$ cat src/rtl/ctrl_pkg.sv
// Shared control definitions for the ID/EX control pipeline: RV32I opcodes,
// ALU operation encodings and the decoded control bundle.
package ctrl_pkg;

    localparam logic [6:0] OpcR      = 7'b0110011;
    localparam logic [6:0] OpcImm    = 7'b0010011;
    localparam logic [6:0] OpcLoad   = 7'b0000011;
    localparam logic [6:0] OpcStore  = 7'b0100011;
    localparam logic [6:0] OpcBranch = 7'b1100011;
    localparam logic [6:0] OpcJal    = 7'b1101111;
    localparam logic [6:0] OpcJalr   = 7'b1100111;
    localparam logic [6:0] OpcLui    = 7'b0110111;
    localparam logic [6:0] OpcAuipc  = 7'b0010111;

    localparam logic [6:0] Funct7Base = 7'b0000000;
    localparam logic [6:0] Funct7Alt  = 7'b0100000;

    localparam int unsigned AluOpW = 4;

    typedef enum logic [AluOpW-1:0] {
        AluAdd   = 4'd0,
        AluSub   = 4'd1,
        AluSll   = 4'd2,
        AluSlt   = 4'd3,
        AluSltu  = 4'd4,
        AluXor   = 4'd5,
        AluSrl   = 4'd6,
        AluSra   = 4'd7,
        AluOr    = 4'd8,
        AluAnd   = 4'd9,
        AluPassB = 4'd10
    } alu_op_e;

    typedef struct packed {
        logic    reg_write;
        logic    alu_src;
        logic    alu_src_a_pc;
        logic    mem_read;
        logic    mem_write;
        logic    mem_to_reg;
        logic    branch;
        logic    jump;
        alu_op_e alu_ctrl;
    } ctrl_t;

    // alt selects the SUB/SRA variant; only funct3 000 and 101 have one.
    function automatic alu_op_e alu_from_funct3(input logic [2:0] funct3, input logic alt);
        alu_op_e op;
        case (funct3)
            3'b000:  op = alt ? AluSub : AluAdd;
            3'b001:  op = AluSll;
            3'b010:  op = AluSlt;
            3'b011:  op = AluSltu;
            3'b100:  op = AluXor;
            3'b101:  op = alt ? AluSra : AluSrl;
            3'b110:  op = AluOr;
            default: op = AluAnd;
        endcase
        return op;
    endfunction

endpackage

$ cat src/rtl/ctrl_decode.sv
// Combinational RV32I control decoder: instruction -> control bundle, register
// fields and source-register usage. CTRL_ILLEGAL_TRAP_EN adds the illegal flag.
module ctrl_decode
    import ctrl_pkg::*;
(
    input  logic [31:0] instr,
    output ctrl_t       ctrl,
    output logic [2:0]  funct3,
    output logic [4:0]  rd,
    output logic [4:0]  rs1,
    output logic [4:0]  rs2,
    output logic        uses_rs1,
    output logic        uses_rs2
`ifdef CTRL_ILLEGAL_TRAP_EN
    ,
    output logic        illegal
`endif
);

    logic [6:0] opcode;

    assign opcode = instr[6:0];
    assign funct3 = instr[14:12];
    assign rd     = instr[11:7];
    assign rs1    = instr[19:15];
    assign rs2    = instr[24:20];

`ifdef CTRL_ILLEGAL_TRAP_EN
    logic [6:0] funct7;
    logic       known_opcode;

    assign funct7       = instr[31:25];
    assign known_opcode = opcode inside {OpcR, OpcImm, OpcLoad, OpcStore, OpcBranch,
                                         OpcJal, OpcJalr, OpcLui, OpcAuipc};
    assign illegal      = !known_opcode ||
                          (opcode == OpcR && funct7 != Funct7Base && funct7 != Funct7Alt);
`else
    logic unused_funct7_bits;
    assign unused_funct7_bits = ^{instr[31], instr[29:25]};
`endif

    always_comb begin
        ctrl     = ctrl_t'('0);
        uses_rs1 = 1'b0;
        uses_rs2 = 1'b0;
        case (opcode)
            OpcR: begin
                ctrl.reg_write = 1'b1;
                ctrl.alu_ctrl  = alu_from_funct3(funct3, instr[30]);
                uses_rs1       = 1'b1;
                uses_rs2       = 1'b1;
            end
            OpcImm: begin
                // bit 30 is immediate data except for SRAI
                ctrl.reg_write = 1'b1;
                ctrl.alu_src   = 1'b1;
                ctrl.alu_ctrl  = alu_from_funct3(funct3, instr[30] && funct3 == 3'b101);
                uses_rs1       = 1'b1;
            end
            OpcLoad: begin
                ctrl.reg_write  = 1'b1;
                ctrl.alu_src    = 1'b1;
                ctrl.mem_read   = 1'b1;
                ctrl.mem_to_reg = 1'b1;
                uses_rs1        = 1'b1;
            end
            OpcStore: begin
                ctrl.alu_src   = 1'b1;
                ctrl.mem_write = 1'b1;
                uses_rs1       = 1'b1;
                uses_rs2       = 1'b1;
            end
            OpcBranch: begin
                ctrl.branch   = 1'b1;
                ctrl.alu_ctrl = funct3[2] ? (funct3[1] ? AluSltu : AluSlt) : AluSub;
                uses_rs1      = 1'b1;
                uses_rs2      = 1'b1;
            end
            OpcJal: begin
                ctrl.reg_write = 1'b1;
                ctrl.jump      = 1'b1;
            end
            OpcJalr: begin
                ctrl.reg_write = 1'b1;
                ctrl.alu_src   = 1'b1;
                ctrl.jump      = 1'b1;
                uses_rs1       = 1'b1;
            end
            OpcLui: begin
                ctrl.reg_write = 1'b1;
                ctrl.alu_src   = 1'b1;
                ctrl.alu_ctrl  = AluPassB;
            end
            OpcAuipc: begin
                ctrl.reg_write    = 1'b1;
                ctrl.alu_src      = 1'b1;
                ctrl.alu_src_a_pc = 1'b1;
            end
            default: ;
        endcase
`ifdef CTRL_ILLEGAL_TRAP_EN
        if (illegal) begin
            ctrl = ctrl_t'('0);
        end
`endif
        if (rd == 5'd0) begin
            ctrl.reg_write = 1'b0;
        end
    end

endmodule

$ cat src/rtl/id_ex_ctrl_pipe.sv
// ID/EX control pipeline register with RV32I decode and load-use bubble insertion.
// Build option: CTRL_ILLEGAL_TRAP_EN adds ex_illegal and traps unknown encodings.
module id_ex_ctrl_pipe
    import ctrl_pkg::*;
#(
    parameter int unsigned ALU_CTRL_W       = 4,
    parameter int unsigned REG_ADDR_W       = 5,
    parameter int unsigned LOAD_USE_BUBBLES = 1
) (
    input  logic                  clk,
    input  logic                  rst,
    input  logic                  id_valid,
    input  logic [31:0]           id_instr,
    output logic                  id_ready,
    input  logic                  ex_hold,
    input  logic                  ex_flush,
    output logic                  ex_valid,
    output logic                  ex_reg_write,
    output logic                  ex_alu_src,
    output logic                  ex_alu_src_a_pc,
    output logic                  ex_mem_read,
    output logic                  ex_mem_write,
    output logic                  ex_mem_to_reg,
    output logic                  ex_branch,
    output logic                  ex_jump,
    output logic [ALU_CTRL_W-1:0] ex_alu_ctrl,
    output logic [2:0]            ex_funct3,
    output logic [REG_ADDR_W-1:0] ex_rd,
    output logic [REG_ADDR_W-1:0] ex_rs1,
    output logic [REG_ADDR_W-1:0] ex_rs2
`ifdef CTRL_ILLEGAL_TRAP_EN
    ,
    output logic                  ex_illegal
`endif
);

    localparam int unsigned CntW = 2;

    typedef enum logic [0:0] {StRun, StStall} state_e;

    ctrl_t      dec_ctrl;
    logic [2:0] dec_funct3;
    logic [4:0] dec_rd;
    logic [4:0] dec_rs1;
    logic [4:0] dec_rs2;
    logic       uses_rs1;
    logic       uses_rs2;
`ifdef CTRL_ILLEGAL_TRAP_EN
    logic       dec_illegal;
`endif

    ctrl_decode u_decode (
        .instr    (id_instr),
        .ctrl     (dec_ctrl),
        .funct3   (dec_funct3),
        .rd       (dec_rd),
        .rs1      (dec_rs1),
        .rs2      (dec_rs2),
        .uses_rs1 (uses_rs1),
        .uses_rs2 (uses_rs2)
`ifdef CTRL_ILLEGAL_TRAP_EN
        ,
        .illegal  (dec_illegal)
`endif
    );

    state_e                state_q, state_d;
    logic [CntW-1:0]       cnt_q, cnt_d;
    logic                  ex_valid_q, ex_valid_d;
    ctrl_t                 ex_ctrl_q, ex_ctrl_d;
    logic [2:0]            ex_funct3_q, ex_funct3_d;
    logic [REG_ADDR_W-1:0] ex_rd_q, ex_rd_d;
    logic [REG_ADDR_W-1:0] ex_rs1_q, ex_rs1_d;
    logic [REG_ADDR_W-1:0] ex_rs2_q, ex_rs2_d;
`ifdef CTRL_ILLEGAL_TRAP_EN
    logic                  ex_illegal_q, ex_illegal_d;
`endif

    logic hazard;
    logic accept;
    logic load_bubble;
    logic ready_c;

    // A load in EX whose result is a source of the ID instruction.
    always_comb begin
        hazard = ex_valid_q && ex_ctrl_q.mem_read && (ex_rd_q != '0) && id_valid &&
                 ((uses_rs1 && (REG_ADDR_W'(dec_rs1) == ex_rd_q)) ||
                  (uses_rs2 && (REG_ADDR_W'(dec_rs2) == ex_rd_q)));
    end

    always_comb begin
        state_d     = state_q;
        cnt_d       = cnt_q;
        ready_c     = 1'b0;
        accept      = 1'b0;
        load_bubble = 1'b0;
        if (ex_flush) begin
            // Wrong-path ID instruction is consumed and discarded.
            load_bubble = 1'b1;
            state_d     = StRun;
            cnt_d       = '0;
            ready_c     = 1'b1;
        end else if (!ex_hold) begin
            unique case (state_q)
                StRun: begin
                    if (hazard) begin
                        load_bubble = 1'b1;
                        cnt_d       = CntW'(LOAD_USE_BUBBLES - 1);
                        if (cnt_d != '0) begin
                            state_d = StStall;
                        end
                    end else begin
                        ready_c     = 1'b1;
                        accept      = id_valid;
                        load_bubble = !id_valid;
                    end
                end
                StStall: begin
                    load_bubble = 1'b1;
                    cnt_d       = cnt_q - 1'b1;
                    if (cnt_d == '0) begin
                        state_d = StRun;
                    end
                end
            endcase
        end
    end

    always_comb begin
        ex_valid_d  = ex_valid_q;
        ex_ctrl_d   = ex_ctrl_q;
        ex_funct3_d = ex_funct3_q;
        ex_rd_d     = ex_rd_q;
        ex_rs1_d    = ex_rs1_q;
        ex_rs2_d    = ex_rs2_q;
`ifdef CTRL_ILLEGAL_TRAP_EN
        ex_illegal_d = ex_illegal_q;
`endif
        if (load_bubble) begin
            ex_valid_d  = 1'b0;
            ex_ctrl_d   = ctrl_t'('0);
            ex_funct3_d = '0;
            ex_rd_d     = '0;
            ex_rs1_d    = '0;
            ex_rs2_d    = '0;
`ifdef CTRL_ILLEGAL_TRAP_EN
            ex_illegal_d = 1'b0;
`endif
        end else if (accept) begin
            ex_valid_d  = 1'b1;
            ex_ctrl_d   = dec_ctrl;
            ex_funct3_d = dec_funct3;
            ex_rd_d     = REG_ADDR_W'(dec_rd);
            ex_rs1_d    = REG_ADDR_W'(dec_rs1);
            ex_rs2_d    = REG_ADDR_W'(dec_rs2);
`ifdef CTRL_ILLEGAL_TRAP_EN
            ex_illegal_d = dec_illegal;
`endif
        end
    end

    always_ff @(posedge clk or posedge rst) begin
        if (rst) begin
            state_q     <= StRun;
            cnt_q       <= '0;
            ex_valid_q  <= 1'b0;
            ex_ctrl_q   <= ctrl_t'('0);
            ex_funct3_q <= '0;
            ex_rd_q     <= '0;
            ex_rs1_q    <= '0;
            ex_rs2_q    <= '0;
`ifdef CTRL_ILLEGAL_TRAP_EN
            ex_illegal_q <= 1'b0;
`endif
        end else begin
            state_q     <= state_d;
            cnt_q       <= cnt_d;
            ex_valid_q  <= ex_valid_d;
            ex_ctrl_q   <= ex_ctrl_d;
            ex_funct3_q <= ex_funct3_d;
            ex_rd_q     <= ex_rd_d;
            ex_rs1_q    <= ex_rs1_d;
            ex_rs2_q    <= ex_rs2_d;
`ifdef CTRL_ILLEGAL_TRAP_EN
            ex_illegal_q <= ex_illegal_d;
`endif
        end
    end

    assign id_ready        = ready_c && !rst;
    assign ex_valid        = ex_valid_q;
    assign ex_reg_write    = ex_ctrl_q.reg_write;
    assign ex_alu_src      = ex_ctrl_q.alu_src;
    assign ex_alu_src_a_pc = ex_ctrl_q.alu_src_a_pc;
    assign ex_mem_read     = ex_ctrl_q.mem_read;
    assign ex_mem_write    = ex_ctrl_q.mem_write;
    assign ex_mem_to_reg   = ex_ctrl_q.mem_to_reg;
    assign ex_branch       = ex_ctrl_q.branch;
    assign ex_jump         = ex_ctrl_q.jump;
    assign ex_alu_ctrl     = ALU_CTRL_W'(ex_ctrl_q.alu_ctrl);
    assign ex_funct3       = ex_funct3_q;
    assign ex_rd           = ex_rd_q;
    assign ex_rs1          = ex_rs1_q;
    assign ex_rs2          = ex_rs2_q;
`ifdef CTRL_ILLEGAL_TRAP_EN
    assign ex_illegal      = ex_illegal_q;
`endif

endmodule

$ cat config.mk
export PLATFORM = sky130hd
export DESIGN_NAME = id_ex_ctrl_pipe
export DESIGN_NICKNAME = d
export VERILOG_FILES = /design/src/rtl/ctrl_pkg.sv /design/src/rtl/ctrl_decode.sv /design/src/rtl/id_ex_ctrl_pipe.sv
export SDC_FILE = /design/constraint.sdc
export NUM_CORES = 1
export LEC_CHECK = 0
export ABC_AREA = 1
export BUFFER_PORTS_ARGS = -buffer_cell sky130_fd_sc_hd__buf_2
export CAP_MARGIN = 20
export CELL_PAD_IN_SITES_DETAIL_PLACEMENT = 0
export CELL_PAD_IN_SITES_GLOBAL_PLACEMENT = 1
export CORE_ASPECT_RATIO = 2
export CORE_MARGIN = 5
export CORE_UTILIZATION = 39
export CTS_CLUSTER_SIZE = 30
export DETAILED_ROUTE_END_ITERATION = 8
export PLACE_DENSITY = 0.91
export SETUP_SLACK_MARGIN = 0.2
export SLEW_MARGIN = 20
export SYNTH_ARGS = -nofsm -noshare
export SYNTH_HDL_FRONTEND = slang
export SYNTH_SLANG_ARGS = --single-unit
$ cat constraint.sdc
create_clock -name clk -period 2.65 [get_ports clk]
set_input_delay 0.3975 -clock clk [delete_from_list [all_inputs] [get_ports clk]]
set_output_delay 0.3975 -clock clk [all_outputs]
set_load 0.02 [all_outputs]
==> results of run 1 <==
==> worst min-delay path by stage <==
stage / cells past startpoint / start / end
after global routing: 3 / rst / ex_valid
after floorplan: 2 / cnt_q[1] / cnt_q[1]
after CTS: 3 / rst / ex_valid
after detailed placement: 2 / cnt_q[1] / cnt_q[1]
final: 3 / rst / ex_valid
after global placement: 2 / cnt_q[1] / cnt_q[1]
==> worst min-delay path, cell delays in order <==
cell   delay (ns)
buf_2        0.11
inv_1        0.04
buf_4        0.38
==> area by class of cell <==
class	count	share of cell area
Clock buffer	7	0.03460
Inverter	67	0.1008
Multi-Input combinational cell	157	0.3741
Sequential cell	33	0.3310
Tap cell	58	0.02909
Timing Repair Buffer	64	0.1304
==> layer usage <==
layer  routed length, um  GRT usage  up-vias
li1                    -          -      934
met1                1856     0.1570      847
met2                2841     0.2829       40
met3                 199    0.02854       12
met4                 123    0.06799        0
met5                   0          0        -
==> cell families after synthesis <==
group           Yosys count  share of synthesized area
compound gates           47                     0.2177
xor+xnor                  1                   0.004246
fa+ha+maj                 1                   0.006063
buf+inv                  74                     0.1474
flops                    33                     0.4002
simple gates            108                     0.2244
==> per-stage QoR <==
stage / instance area (um^2) / power (mW) / setup slack (ns) / hold slack [ns] / util
6_report: 2495 / 1.071 / 0.5827 / 0.2089 / 0.4855
5_1_grt: 2495 / 1.122 / 0.3826 / 0.2645 / 0.4855
4_1_cts: 2495 / 1.085 / 0.5677 / 0.2290 / 0.4855
3_5_place_dp: 2409 / 0.7002 / 0.4433 / 0.4811 / 0.4687
3_3_place_gp: 2409 / 0.6982 / 0.4571 / 0.4586 / 0.4687
2_1_floorplan: 2063 / 0.6371 / 0.8104 / 0.4419 / -
==> Yosys cell counts (all sizes together) <==
cell | instances | area share
dfrtp | 33 | 0.40
nand2 | 43 | 0.081
nand3 | 12 | 0.029
o22ai | 1 | 0.0030
nor2 | 44 | 0.081
xnor2 | 1 | 0.0042
o211ai | 1 | 0.0036
a31oi | 2 | 0.0061
buf | 4 | 0.020
nand4 | 7 | 0.029
o21ai | 9 | 0.025
o2111ai | 1 | 0.0042
nor3 | 2 | 0.0049
inv | 67 | 0.12
o21bai | 29 | 0.17
a21oi | 4 | 0.0097
ha | 1 | 0.0061
clkbuf | 3 | 0.0055
==> power groups by stage <==
stage	logic [mW]	registers [mW]	clock network [mW]
3_5_place_dp	0.168	0.532	0
6_report	0.166	0.523	0.383
2_1_floorplan	0.0901	0.547	0
5_1_grt	0.185	0.524	0.413
4_1_cts	0.168	0.523	0.394
3_3_place_gp	0.166	0.532	0
==> sequential cells by signal (all words and copies together), names as in the netlist <==
| signal | flops |
|---|---|
| ex_mem_write | 1 |
| ex_rs1 | 5 |
| state_q | 1 |
| ex_reg_write | 1 |
| ex_valid | 1 |
| ex_rs2 | 5 |
| ex_jump | 1 |
| ex_alu_ctrl | 4 |
| ex_mem_read | 1 |
| cnt_q | 2 |
| ex_alu_src | 1 |
| ex_funct3 | 3 |
| ex_alu_src_a_pc | 1 |
| ex_rd | 5 |
| ex_branch | 1 |
==> flow_summary.toml, run 1 <==
[finish]
register_area_um2 = 825.8
instances_no_fill = 386
diodes = 0
area_growth_pct = 20.92
nets = 366
multi_input_area_um2 = 933.4
final_common_cell = "inv_1"
final_cell_mix = "inv_1 (64), buf_2 (62), nor2_1 (43), nand2_1 (41), dfrtp_1 (33)"
drive_gt1_frac = 0.3293
nFillCells = 537

[power_and_ir_drop]
powerDensity_mw_per_mm2 = 429.3
p_comb_frac = 0.155
power_switching_uw = 293.9
swShare = 0.2744
seqPwrFrac = 0.488
clockPowerShare = 0.357
ir_worst_vdd_v = 0.0002867
leakage_nw = 1.462
p_int_uw = 777.1

[critical_path]
worstRegToRegCells = 7
critPathLaunch = "ex_rd[3]"
rr_startpoint = "ex_rd[3]"
timing.rr.end = "ex_rs1[3]"
startpoint_type = "register"
crit_cells = 8
cp_data_required_time_ns = 2.25
worst-path-buf-inv = 3
critical_path_arrival_ns = 1.67
regToRegSetupSlack_ns = 0.64
endpoint_kind = "primary output"
worst-setup-path-type = "reg2out"
crit_end = "id_ready"
worstPathCellList = "inv_1 > nand4_1 > o21ai_0 > inv_1 > nand2_2 > nand3_1 > a21oi_1 > buf_2"
slowest_delay_ns = 0.42
path_delay_family = "flip-flops"
slowest_stage = "dfrtp_1"
crit_path_frequent_cell = "inv_1"
crit_fanout = 4

[clock_tree]
cts_buffers = 5
clockBufferDepth = 2
cts-htree-levels = 2
post_cts_buffers = 0
ctsHoldBuffers = 0
ctsRootBufferMaster = "clkbuf_8"
cts_num_sinks = 33
cts_resized = 0
insertion_delay_ns = 0.28
clk_pin_slew_worst_paths_ns = 0.07
tritoncts = "done"

[timing]
worstMarginPinSlew_ns = 0.7267
clock.fmax_ghz = 0.4837
finalClockSkew_ns = 0.006578
drv_slew = 0
max_slew_margin = 0.5146
period_minus_slack_ns = 2.067
hold_violations = 0
min_period_over_period = 0.7801
rsz0062_at_grt = "false"
fin_tns_setup_ns = 0
setup_viol = 0

[logic_synthesis]
synth_fp_nets = 302
avgSynthCellArea_um2 = 7.815
ys_ff_latch = 33
synth_warnings = 0
ys_types = 25
synth_cells = 264
netlist_area_mm2 = 0.002063
synth_seq_area_share = 0.4002

[global_route]
grt_pass1_wl_um = 8017
grt_pass1_vias = 1816
grt_max_degree = 34
grt_usage = 0.1534
antenna_found_initial = 0
grt-ovfl-total = 0

[route]
viasPerCell = 4.749
routedWlPerCell_um = 13.01
antenna_left = 0
vias = 1833
wl_um = 5021
remaining_drc_errors = 0
firstDrtPassIters = 4
drtIter0Drc = 56

[placed_design]
place.gp.congestion = 0.8629
dp_cells = 379
place_hpwl_um = 3865
port_buffers = 62

[run_status]
status = "finished, final reports clean"

[floorplan]
die_w_um = 61.43
initial_core_util = 0.4015
die-area_mm2 = 0.006933
die_h_um = 112.9
num_io_pins = 69
rows = 37
design.core.area_mm2 = 0.005139

[run]
max_cap_violations = 0

[min_path]
hold_path.class = "in2async"
No activity file was read; power rests on OpenSTA's default activity.
==> inputs of run 2 (changes only) <==
--- a/config.mk
+++ b/config.mk
@@ -12,10 +12,10 @@
 export CELL_PAD_IN_SITES_GLOBAL_PLACEMENT = 1
 export CORE_ASPECT_RATIO = 2
 export CORE_MARGIN = 5
-export CORE_UTILIZATION = 39
+export CORE_UTILIZATION = 32
 export CTS_CLUSTER_SIZE = 30
 export DETAILED_ROUTE_END_ITERATION = 8
-export PLACE_DENSITY = 0.91
+export PLACE_DENSITY = 0.8
 export SETUP_SLACK_MARGIN = 0.2
 export SLEW_MARGIN = 20
 export SYNTH_ARGS = -nofsm -noshare
==> constraint.sdc (replaced) <==
create_clock -name clk -period 1.8 [get_ports clk]
set_input_delay 0.27 -clock clk [delete_from_list [all_inputs] [get_ports clk]]
set_output_delay 0.27 -clock clk [all_outputs]
set_load 0.02 [all_outputs]
==> flow_summary.toml, run 2 (same netlist as run 1, synthesis figures left out) <==
[power_and_ir_drop]
swShare = 0.2559
power_switching_uw = 504.8
ir_worst_vdd_v = 0.0003660
clockPowerShare = 0.451
seqPwrFrac = 0.391
p_comb_frac = 0.158
powerDensity_mw_per_mm2 = 658.8
p_int_mw = 1.468
leakage_nw = 1.608

[global_route]
grt_pass1_vias = 1950
grt-ovfl-total = 0
grt_pass1_wl_um = 9039
antenna_found_initial = 0
grt_usage = 0.1464
grt_max_degree = 33

[route]
remaining_drc_errors = 0
drtIter0Drc = 46
wl_um = 5845
routedWlPerCell_um = 13.62
antenna_left = 0
firstDrtPassIters = 4
viasPerCell = 4.478
vias = 1921

[floorplan]
die_w_um = 66.78
die_h_um = 123.6
die-area_mm2 = 0.008251
initial_core_util = 0.3270
rows = 41
design.core.area_mm2 = 0.006310
num_io_pins = 69

[finish]
fin_util = 0.4745
drive_gt1_frac = 0.3848
final_cell_area_mm2 = 0.002994
diodes = 0
area_growth_pct = 45.12
final_cell_mix = "buf_2 (61), inv_1 (59), nor2_1 (43), nand2_1 (41), dfrtp_1 (32)"
final_common_cell = "buf_2"
nFillCells = 666
nets = 380

[critical_path]
cp_data_required_time_ns = 1.53
worstRegToRegCells = 10
worst-setup-path-type = "reg2out"
startpoint_type = "register"
critical_path_arrival_ns = 1.58
endpoint_kind = "primary output"
crit_fanout = 5

[timing]
setup_ws_ns = -0.04843
worstMarginPinSlew_ns = 0.5021
clock.fmax_ghz = 0.5410
finalClockSkew_ns = 0.003210
setup_viol = 18
timing.hold.ws_ns = 0.04372
drv_slew = 0
max_slew_margin = 0.6649
hold_violations = 0
rsz0062_at_grt = "true"
period_minus_slack_ns = 1.848
min_period_over_period = 1.027
fin_tns_setup_ns = -0.4465

[clock_tree]
clk_pin_slew_worst_paths_ns = 0.05
ctsRootBufferMaster = "clkbuf_16"
cts_buffers = 5
cts_num_sinks = 33
ctsHoldBuffers = 0
clockBufferDepth = 2
cts-htree-levels = 2
tritoncts = "done"
insertion_delay_ns = 0.28

[placed_design]
place.gp.congestion = 0.8833
placed_area_mm2 = 0.002526
port_buffers = 62
place_hpwl_um = 4187

[run]
max_cap_violations = 0

[run_status]
status = "finished with violations"
violations = "setup timing"

[min_path]
hold_path.class = "in2async"
==> run 2: cell types whose count changed in the layout (fill, tap and decap cells not counted), moves of 4 or more <==
cell | before | now
o21bai_2 | 27 | 6
o21bai_4 | 2 | 23
inv_2 | 3 | 8
inv_1 | 64 | 59
buf_4 | 2 | 8
clkbuf_8 | 6 | 2
buf_12 | 0 | 4
clkbuf_16 | 0 | 8
==> run 2: critical path, stage by stage (launching register included) <==
cell and delay [ns]:
dfrtp_1 0.42, buf_4 0.15, xnor2_1 0.17, nand4_1 0.12, nand2_1 0.10, nand2_2 0.07
nand3_2 0.08, a21oi_4 0.06, buf_6 0.13
==> run 2: cell type report <==
| class | count | area [um^2] | share of cell area |
|---|---|---|---|
| clock buffer | 7 | 152.6 | 0.05098 |
| sequential | 33 | 827.0 | 0.2762 |
| tap | 86 | 107.6 | 0.03594 |
| inverter | 67 | 251.5 | 0.08399 |
| clock inverter | 1 | 5.005 | 0.001672 |
| multi-input combinational | 157 | 1107 | 0.3698 |
| timing repair buffer | 78 | 543.0 | 0.1814 |
==> run 2: path summary, 6_finish.rpt <==
path,from,endpoint,slack (ns)
worst max-delay path,ex_rd[4],id_ready,-0.05
worst min-delay path,rst,ex_rs2[4],0.04
worst max register to register,ex_rd[4],ex_rd[1],-0.04
worst min register to register,cnt_q[1],cnt_q[1],0.47
max in group asynchronous,rst,ex_alu_ctrl[3],1.20
min in group clk,id_instr[11],ex_rd[4],0.26
==> run 2: routing by layer <==
metal	GRT usage	up-vias	routed length [um]
met5	0	-	0
met4	0.06743	0	139
met3	0.03091	11	254
met2	0.2736	45	3374
met1	0.1495	897	2076
li1	-	968	-
==> run 2: timing repair <==
item | 4_1_cts | 5_1_grt
pin swaps | 1 | 1
endpoints found under the setup margin | 1 | 33
buffers inserted | 1 | 3
resized for setup | 28 | 9
cloned | 0 | 4
==> run 2: metrics by stage <==
stage	power (mW)	worst slack, ns	cells
floorplan	0.9406	0.2526	264
global placement	1.047	0.06992	413
detailed placement	1.051	0.06856	413
CTS	1.970	-0.04977	422
global route	2.063	-0.1491	429
finish	1.973	-0.04843	429
==> run 2: power by group through the flow <==
stage	Clock [mW]	Combinational, mW	Sequential [mW]
3_5_place_dp	0	0.266	0.784
2_1_floorplan	0	0.135	0.806
3_3_place_gp	0	0.264	0.783
6_report	0.889	0.312	0.772
4_1_cts	0.905	0.292	0.772
5_1_grt	0.948	0.342	0.774
